===== config.mk =====
export PLATFORM = sky130hd
export DESIGN_NAME = wb_ddr2_line_buffer
export DESIGN_NICKNAME = d
export VERILOG_FILES = /design/src/rtl/wb_ddr2_line_buffer.sv
export SDC_FILE = /design/constraint.sdc
export NUM_CORES = 1
export LEC_CHECK = 0
export BUFFER_PORTS_ARGS = -buffer_cell sky130_fd_sc_hd__buf_2
export CAP_MARGIN = 20
export CELL_PAD_IN_SITES_DETAIL_PLACEMENT = 1
export CELL_PAD_IN_SITES_GLOBAL_PLACEMENT = 2
export CORE_UTILIZATION = 30
export CTS_BUF_LIST = sky130_fd_sc_hd__clkbuf_4 sky130_fd_sc_hd__clkbuf_8
export DETAILED_ROUTE_END_ITERATION = 16
export PLACE_DENSITY = 0.85
export SYNTH_ARGS = -nofsm -noshare
export SYNTH_HDL_FRONTEND = slang
export SYNTH_SLANG_ARGS = --single-unit

===== constraint.sdc =====
create_clock -name wb_clk -period 2.6 [get_ports wb_clk]
set_input_delay 0.52 -clock wb_clk [delete_from_list [all_inputs] [get_ports wb_clk]]
set_output_delay 0.52 -clock wb_clk [all_outputs]
set_load 0.05 [all_outputs]

===== src/rtl/wb_ddr2_line_buffer.sv =====
// Single-line (16-byte) read buffer in front of one DDR2 arbiter Wishbone port.
// Read misses fill the whole line with a 4-beat incrementing burst; writes pass straight through.
module wb_ddr2_line_buffer (
  input  logic        wb_clk,
  input  logic        wb_rst,
  input  logic [31:0] wbs_adr_i,
  input  logic [31:0] wbs_dat_i,
  input  logic [3:0]  wbs_sel_i,
  input  logic        wbs_we_i,
  input  logic        wbs_cyc_i,
  input  logic        wbs_stb_i,
  input  logic [2:0]  wbs_cti_i,
  input  logic [1:0]  wbs_bte_i,
  output logic [31:0] wbs_dat_o,
  output logic        wbs_ack_o,
  output logic        wbs_err_o,
  output logic        wbs_rty_o,
  output logic [31:0] wbm_adr_o,
  output logic [31:0] wbm_dat_o,
  output logic [3:0]  wbm_sel_o,
  output logic        wbm_we_o,
  output logic        wbm_cyc_o,
  output logic        wbm_stb_o,
  output logic [2:0]  wbm_cti_o,
  output logic [1:0]  wbm_bte_o,
  input  logic [31:0] wbm_dat_i,
  input  logic        wbm_ack_i,
  input  logic        wbm_err_i,
  input  logic        wbm_rty_i,
  input  logic        flush_i
);

  // state | meaning
  // IDLE  | waiting for an upstream request
  // FILL  | 4-beat downstream burst loading the line
  // WR    | single classic write passed downstream
  // ACK   | one-cycle upstream ack, wbs_dat_o already loaded
  // ERR   | one-cycle upstream error after a downstream err/rty
  typedef enum logic [2:0] {
    IDLE = 3'd0,
    FILL = 3'd1,
    WR   = 3'd2,
    ACK  = 3'd3,
    ERR  = 3'd4
  } state_t;

  state_t      state;
  state_t      state_next;
  logic        valid;
  logic [27:0] tag;
  logic [1:0]  cnt;
  logic        flush_pend;
  logic [31:0] line_buf [0:3];
  logic [31:0] buf_next [0:3];

  logic req;
  logic hit;
  logic fault;
  logic beat_ok;
  logic unused_ok;

  assign req     = wbs_cyc_i & wbs_stb_i;
  assign hit     = valid & (tag == wbs_adr_i[31:4]);
  assign fault   = wbm_err_i | wbm_rty_i;
  assign beat_ok = wbm_ack_i & ~fault;

  // Burst type hints from upstream carry no meaning here; every access is classic.
  assign unused_ok = ^{wbs_cti_i, wbs_bte_i};

  always_ff @(posedge wb_clk) begin
    if (wb_rst) state <= IDLE;
    else        state <= state_next;
  end

  always_comb begin
    state_next = state;
    case (state)
      IDLE: begin
        if (req) begin
          if (wbs_we_i)  state_next = WR;
          else if (hit)  state_next = ACK;
          else           state_next = FILL;
        end
      end
      FILL: begin
        if (fault)                      state_next = ERR;
        else if (wbm_ack_i && cnt == 2'd3) state_next = ACK;
      end
      WR: begin
        if (fault)          state_next = ERR;
        else if (wbm_ack_i) state_next = ACK;
      end
      ACK:     state_next = IDLE;
      ERR:     state_next = IDLE;
      default: state_next = IDLE;
    endcase
  end

  always_comb begin
    wbm_adr_o = 32'h0;
    wbm_dat_o = 32'h0;
    wbm_sel_o = 4'h0;
    wbm_we_o  = 1'b0;
    wbm_cyc_o = 1'b0;
    wbm_stb_o = 1'b0;
    wbm_cti_o = 3'b000;
    wbm_bte_o = 2'b00;
    wbs_ack_o = 1'b0;
    wbs_err_o = 1'b0;
    wbs_rty_o = 1'b0;
    case (state)
      FILL: begin
        wbm_cyc_o = 1'b1;
        wbm_stb_o = 1'b1;
        wbm_sel_o = 4'hF;
        wbm_adr_o = {tag, cnt, 2'b00};
        wbm_cti_o = (cnt == 2'd3) ? 3'b111 : 3'b010;
      end
      WR: begin
        wbm_cyc_o = 1'b1;
        wbm_stb_o = 1'b1;
        wbm_we_o  = 1'b1;
        wbm_adr_o = wbs_adr_i;
        wbm_dat_o = wbs_dat_i;
        wbm_sel_o = wbs_sel_i;
      end
      ACK:     wbs_ack_o = req;
      ERR:     wbs_err_o = 1'b1;
      default: ;
    endcase
  end

  // Next line contents, also used to load wbs_dat_o so the final fill beat and a write merge are visible.
  always_comb begin
    for (int i = 0; i < 4; i++) buf_next[i] = line_buf[i];
    if (state == FILL && beat_ok) buf_next[cnt] = wbm_dat_i;
    if (state == WR && beat_ok && hit) begin
      for (int b = 0; b < 4; b++) begin
        if (wbs_sel_i[b]) buf_next[wbs_adr_i[3:2]][8*b +: 8] = wbs_dat_i[8*b +: 8];
      end
    end
  end

  always_ff @(posedge wb_clk) begin
    for (int i = 0; i < 4; i++) line_buf[i] <= buf_next[i];
  end

  always_ff @(posedge wb_clk) begin
    if (wb_rst) begin
      valid      <= 1'b0;
      tag        <= 28'h0;
      cnt        <= 2'd0;
      flush_pend <= 1'b0;
      wbs_dat_o  <= 32'h0;
    end else begin
      if (state_next == ACK) wbs_dat_o <= buf_next[wbs_adr_i[3:2]];
      case (state)
        IDLE: begin
          if (req && !wbs_we_i && !hit) begin
            cnt   <= 2'd0;
            tag   <= wbs_adr_i[31:4];
            valid <= 1'b0;
          end
          if (flush_i) valid <= 1'b0;
        end
        FILL: begin
          if (flush_i) flush_pend <= 1'b1;
          if (fault) begin
            valid      <= 1'b0;
            flush_pend <= 1'b0;
          end else if (wbm_ack_i) begin
            cnt <= cnt + 2'd1;
            if (cnt == 2'd3) begin
              valid      <= ~(flush_pend | flush_i);
              flush_pend <= 1'b0;
            end
          end
        end
        WR: begin
          if (flush_i) flush_pend <= 1'b1;
          if (fault) begin
            valid      <= 1'b0;
            flush_pend <= 1'b0;
          end else if (wbm_ack_i) begin
            if (flush_pend || flush_i) valid <= 1'b0;
            flush_pend <= 1'b0;
          end
        end
        ACK, ERR: begin
          if (flush_i) valid <= 1'b0;
        end
        default: ;
      endcase
    end
  end

endmodule


==> impl_metrics.tcl, run 1 <==
set metrics [dict create \
    initial_utilization 0.307 \
    violations "negative setup slack" \
    path_cells "or3b_4, inv_8, and3_4, nand4_1, nor4_4, buf_12, buf_12, buf_12, nor3_2, or4_4, a21oi_2" \
    grt_overflow 0 \
    design.portCount 225 \
    cts_tree "built" \
    core_um2 32700 \
    grt_pass1_wl_mm 57.7 \
    slew_violations 0 \
    setup_viol 3 \
    fin_nets 1649 \
    finish.utilization 0.435 \
    synth_compound_area_frac 0.193 \
    fmaxAchievable_mhz 381 \
    grt_use_total 0.220 \
    drive_above_1_share 0.345 \
    synth.distinct_cells 58 \
    path_class "flip-flop to flip-flop" \
    synth_area_leader_cell "dfxtp_1" \
    finalHoldViolations 0 \
    cts_buffers 17 \
    routedWlPerCell_um 19.8 \
    async_reset_ff_frac 0 \
    synth-seq-cells 195 \
    cts_num_sinks 195 \
    cp-start-kind "flip-flop" \
    place_ws_ns -0.406 \
    maxSlewHeadroom 0.578 \
    synth_edf_count 0 \
    rsz0062_at_grt "yes" \
    drt_iter0_markers 610 \
    synth-adder-area-share 0.00499 \
    tightest_slew_ns 0.633 \
    slowest_delay_ns 0.43 \
    grt_pass1_vias 10500 \
    syn_area_um2 10000 \
    clockBufferDepth 2 \
    status "finished with violations" \
    insertion_delay_ns 0.51 \
    drt_first_pass_iters 5 \
    muxShareOfSynthArea 0.158 \
    htreeDepth 4 \
    die_x_um 185 \
    grt_antenna_before_repair 0 \
    gp_congestion 0.848 \
    grt_max_degree 40 \
    clockRootBuffer "clkbuf_8" \
    yosys.area_share.simple 0.190 \
    dpl.hpwl_mm 26.8 \
    postCtsHoldBufs 0 \
    syn-instance-count 1192 \
    drv_cap 0 \
    p_leak_uw 0.00675 \
    cpLargestDelayFamily "simple AND/OR/NAND/NOR gates" \
    clk_pin_slew_ns 0.12 \
    wirelength_mm 39.3 \
    ff_latch_area_um2 3920 \
    area_delta_synth_final_pct 42.0 \
    synthTopCellsByArea "dfxtp_1 (39%), mux2i_1 (16%), a21oi_1 (8.2%)" \
    yosysTopAreaCellShare 0.389 \
    hold_class "input pin to flip-flop" \
    fin_worst_skew_ns 0.0205 \
    filler_cell_count 3885 \
    die_area_um2 34200 \
    vias_per_cell 5.26 \
    critPathMaxFanout 6 \
    num_antenna_cells 0 \
    cp_common_cell "buf_12" \
    place_inst 1924 \
    vias 10400 \
    synth_top_family_by_area "compound AO/OA/AOI/OAI gates" \
    setup_ws_ns -0.0255 \
    cpMaxStageDelayCell "or3b_4" \
    min_period_over_period 1.01 \
    post-route-min-period_ns 2.63 \
    die-height_um 185 \
    synth-xor-area-share 0.0182 \
    crit_arrival_ns 3.07 \
    ys_warn_count 0 \
    port_buffers 216 \
    worst-path-buf-inv 4 \
    multi_input_area_um2 6030 \
    rows 66 \
    cp_data_required_time_ns 3.04 \
    drc 0 \
    ys.flop_type "dfxtp_1" \
    power.density_nw_per_um2 432 \
    ant_nets 0 \
    endpoint_kind "flip-flop" \
    stdcell_count 1986 \
    avgSynthCellArea_um2 8.41 \
    ir_worst_vdd_mv 0.316 \
    ys_seq_area_frac 0.389 \
]
-- cells in the mapped netlist, drive strengths merged, types with 4 or more instances --
cell type,number
and2,37
a21oi,165
nor3,23
a211oi,12
nor4,6
a221oi,6
and3,5
ha,4
nand4,20
clkbuf,60
mux2i,157
or3,5
a21o,4
inv,12
or4,22
nor2b,22
nor2,172
a22oi,8
o22ai,49
o21ai,32
xnor2,20
nand2b,19
dfxtp,195
a22o,27
nand2,33
buf,37
nand3,9
-- cells in the final DEF (no fill, tap or decap), types with 27 or more instances in the layout --
| master | instances |
|---|---|
| mux2i_1 | 156 |
| buf_2 | 166 |
| buf_4 | 185 |
| o22ai_1 | 48 |
| o21ai_0 | 29 |
| and2_1 | 35 |
| a21oi_1 | 156 |
| buf_12 | 33 |
| dfxtp_1 | 186 |
| a22o_1 | 27 |
| nor2_1 | 163 |
-- flip-flops by register name, summed over array words and instances (netlist names) --
name        cells
line_buf      128
wbs_dat_o      32
tag            28
state           3
cnt             2
flush_pend      1
valid           1
-- worst min-delay path: stages --
cell	delay (ns)
buf_2	0.10
mux2i_1	0.06
nor2_1	0.07
-- layout make-up --
cell class | count | area share
clock buffer | 19 | 0.0179
clock inverter | 13 | 0.00817
inverter | 12 | 0.00369
timing repair buffer | 415 | 0.233
multi-input combinational | 890 | 0.423
tap | 442 | 0.0388
sequential | 195 | 0.275
-- layer usage --
| layer | wire, um | vias up | part of all wire | track usage |
|---|---|---|---|---|
| li1 | - | 4956 | - | - |
| met1 | 18100 | 5156 | 0.46 | 0.287 |
| met2 | 18800 | 287 | 0.48 | 0.371 |
| met3 | 1790 | 45 | 0.046 | 0.0356 |
| met4 | 585 | 0 | 0.015 | 0.0631 |
| met5 | 0 | - | 0 | 0 |
-- stage by stage --
step	hold WS, ns	cell area, um2	TNS (ns)	power [uW]
floorplan	0.487	10100	-0.0501	3660
global placement	0.457	12900	-29.51	4100
detailed placement	0.470	12900	-30.44	4120
CTS	0.265	13700	-0.110	6130
global route	0.282	14200	-1.86	6370
finish	0.282	14200	-0.0449	6150
-- cells by family after synthesis --
logic type | after synthesis
mux | 158
flops | 195
simple gates | 383
fa+ha+maj | 4
compound gates | 322
buf+inv | 109
xor+xnor | 20
other cells | 1
-- report_power, final --
part	internal, uW	switching (uW)	total (uW)
clock network	733	1270	2000
logic	415	611	1030
registers	3080	39.0	3120
-- what timing repair did --
action / CTS / global route
buffers inserted: 5 / 19
hold endpoints to repair: 0 / 0
resized for setup: 74 / 98
endpoints found under the setup margin: 99 / 106
pin swaps: 11 / 53
gates cloned: 2 / 6
-- path summary, 6_finish.rpt --
| path | endpoint | slack, ns | from | cells after the start |
|---|---|---|---|---|
| max | wbs_dat_o[15] | -0.03 | state[0] | 11 |
| min | tag[16] | 0.28 | wbs_adr_i[20] | 3 |
| max reg2reg | wbs_dat_o[15] | -0.03 | state[0] | 11 |
| min reg2reg | wbs_dat_o[8] | 0.48 | wbs_dat_o[8] | 2 |
(Power assumes the default switching activity.)
==> run 2: changes to the inputs <==
--- a/config.mk
+++ b/config.mk
@@ -5,14 +5,15 @@
 export SDC_FILE = /design/constraint.sdc
 export NUM_CORES = 1
 export LEC_CHECK = 0
+export ABC_AREA = 1
 export BUFFER_PORTS_ARGS = -buffer_cell sky130_fd_sc_hd__buf_2
 export CAP_MARGIN = 20
 export CELL_PAD_IN_SITES_DETAIL_PLACEMENT = 1
 export CELL_PAD_IN_SITES_GLOBAL_PLACEMENT = 2
-export CORE_UTILIZATION = 30
+export CORE_UTILIZATION = 28
 export CTS_BUF_LIST = sky130_fd_sc_hd__clkbuf_4 sky130_fd_sc_hd__clkbuf_8
 export DETAILED_ROUTE_END_ITERATION = 16
-export PLACE_DENSITY = 0.85
+export PLACE_DENSITY = 0.86
 export SYNTH_ARGS = -nofsm -noshare
 export SYNTH_HDL_FRONTEND = slang
 export SYNTH_SLANG_ARGS = --single-unit
==> impl_metrics.tcl, run 2 <==
set metrics [dict create \
    status "complete, no violations" \
    cp_data_required_time_ns 2.08 \
    power.density_nw_per_um2 458 \
    synth_edf_count 0 \
    synth-seq-cells 195 \
    synth_common_cells "nand2_1 (640), inv_1 (275), dfxtp_1 (195)" \
    yosysMostFrequentCell "nand2_1" \
    tightest_slew_ns 0.616 \
    core_um2 43400 \
    clk_pin_slew_ns 0.10 \
    syn-instance-count 2007 \
    maxSlewHeadroom 0.590 \
    grt_max_degree 64 \
    rsz0062_at_grt "yes" \
    met1_usage 0.279 \
    hold_class "input pin to flip-flop" \
    design.portCount 225 \
    endpoint_kind "output port" \
    post_dp_cell_area_um2 14500 \
    die-height_um 213 \
    reg2reg_setup_slack_ns 0.22 \
    hold_depth 2 \
    syn_area_um2 12400 \
    die_x_um 213 \
    min_period_over_period 0.944 \
    drt_first_pass_iters 5 \
    clockBufferDepth 2 \
    crit_arrival_ns 1.93 \
    synth_area_leader_cell "dfxtp_1" \
    fmaxAchievable_mhz 408 \
    cp-start-kind "flip-flop" \
    rows 76 \
    area_delta_synth_final_pct 22.0 \
    synthTopCellsByArea "dfxtp_1 (31%), nand2_1 (19%), inv_1 (8.3%)" \
    holdWs_ns 0.233 \
    grt_use_total 0.222 \
    cts_num_sinks 195 \
    dpl.hpwl_mm 35.4 \
    drt_iter0_markers 725 \
    synth.distinct_cells 36 \
    cts_buffers 17 \
    drive_above_1_share 0.185 \
    initial_utilization 0.286 \
    r2r_cells 15 \
    yosysTopAreaCellShare 0.315 \
    r2r_start "tag[26]" \
    busiest_layer "met2" \
    cts_tree "built" \
    htreeDepth 4 \
    ys_seq_area_frac 0.315 \
    regToRegEndpoint "wbs_dat_o[28]" \
    slew_violations 0 \
    clockRootBuffer "clkbuf_8" \
    final_common_cell "nand2_1" \
    final_cell_mix "nand2_1 (639), inv_1 (274), dfxtp_1 (193), buf_2 (174), nand3_1 (134)" \
    final_cell_area_um2 15100 \
    critPathMaxFanout 26 \
    routedWlPerCell_um 17.4 \
    finalHoldViolations 0 \
    regMostFlops "line_buf" \
    post-route-min-period_ns 2.45 \
    finish.utilization 0.349 \
    ys.flop_type "dfxtp_1" \
    postCtsHoldBufs 0 \
    wirelength_mm 49.1 \
    drc 0 \
    fin_worst_skew_ns 0.0202 \
    fin_nets 2340 \
    drv_cap 0 \
    vias 13900 \
    power.total_uw 6930 \
    ys_warn_count 0 \
    setup_viol 0 \
    met3_usage 0.0486 \
    gp_congestion 0.817 \
    p_leak_uw 0.00796 \
    port_buffers 216 \
    grt_pass1_wl_mm 77.0 \
    ant_nets 0 \
    grt_antenna_before_repair 4 \
    hold_path_end "cnt[1]" \
    vias_per_cell 4.91 \
    met2_usage 0.374 \
    largest_reg_flops 128 \
    async_reset_ff_frac 0 \
    die_area_um2 45200 \
    grt_pass1_vias 14100 \
    hp-start "wb_rst" \
    insertion_delay_ns 0.53 \
    path_class "flip-flop to output port" \
    grt_overflow 0 \
    reg_top3 "line_buf (128), wbs_dat_o (32), tag (28)" \
    avgSynthCellArea_um2 6.18 \
    ir_worst_vdd_mv 0.313 \
]
-- run 2: cell count changes after synthesis, moves of 30 or more --
cell,previous run,this run
nand2_1,33,640
inv_1,11,275
mux2i_1,157,0
nand3_1,9,134
nand4_1,20,129
a21oi_1,165,63
and2_1,37,128
o21ai_1,0,75
nor2_1,172,106
buf_4,5,35
o21ai_0,32,62
-- run 2: per-layer routing --
metal  vias to the layer above  wire length [um]
met2                       321             23200
met5                         -                10
met1                      6659             22100
li1                       6808                 -
met3                        67              2880
met4                         2               995
-- run 2: worst max-delay path, cell delays in order, from the launching register on --
cell	delay, ns
dfxtp_1	0.39
nor3_4	0.27
clkinv_4	0.13
buf_6	0.21
o22ai_1	0.17
buf_4	0.24
-- run 2: layout make-up --
cell class | count | area, um2
multi-input combinational | 1416 | 6890
clock buffer | 21 | 277
tap | 585 | 732
clock inverter | 10 | 156
fill | 5738 | 28200
inverter | 288 | 1090
timing repair buffer | 304 | 2090
sequential | 195 | 3910
antenna | 4 | 10.0
-- run 2: cell families after synthesis --
| logic type | share of synthesized area |
|---|---|
| AOI/OAI and AO/OA | 0.0992 |
| buffers and inverters | 0.141 |
| DFF | 0.315 |
| other | 0.000302 |
| adders and majority gates | 0.00403 |
| and+or+nand+nor | 0.440 |
| xor gates and xnor gates | 0.000706 |
-- run 2: through the flow --
step / std cells / worst slack (ns) / setup TNS (ns)
3_3_place_gp: 2785 / -0.0296 / -0.0447
6_report: 2823 / 0.147 / 0
5_1_grt: 2819 / -0.00491 / -0.00491
4_1_cts: 2819 / 0.0129 / 0
2_1_floorplan: 2009 / -0.277 / -11.43
3_5_place_dp: 2785 / -0.0373 / -0.151
-- run 2: how the worst max path moves through the flow --
stage / start / to / slack [ns]
4_1_cts: state[1] / wbm_adr_o[2] / 0.01
5_1_grt: tag[26] / wbs_dat_o[18] / -0.005
2_1_floorplan: state[0] / wbm_adr_o[10] / -0.28
3_5_place_dp: wbs_adr_i[30] / wbs_dat_o[28] / -0.04
3_3_place_gp: wbs_adr_i[30] / wbs_dat_o[12] / -0.03
6_report: state[2] / wbm_adr_o[9] / 0.15
-- run 2: where the power goes --
group	internal [uW]	switching, uW	leakage, uW
combinational	440	970	0.00616
clock	1110	1210	0.000222
sequential	3150	56.2	0.00158
-- run 2: repair_timing --
| item | CTS | global route |
|---|---|---|
| setup endpoints to repair | 72 | 43 |
| pin swaps | 2 | 1 |
| resized for setup | 45 | 27 |
| setup buffers | 3 | 0 |
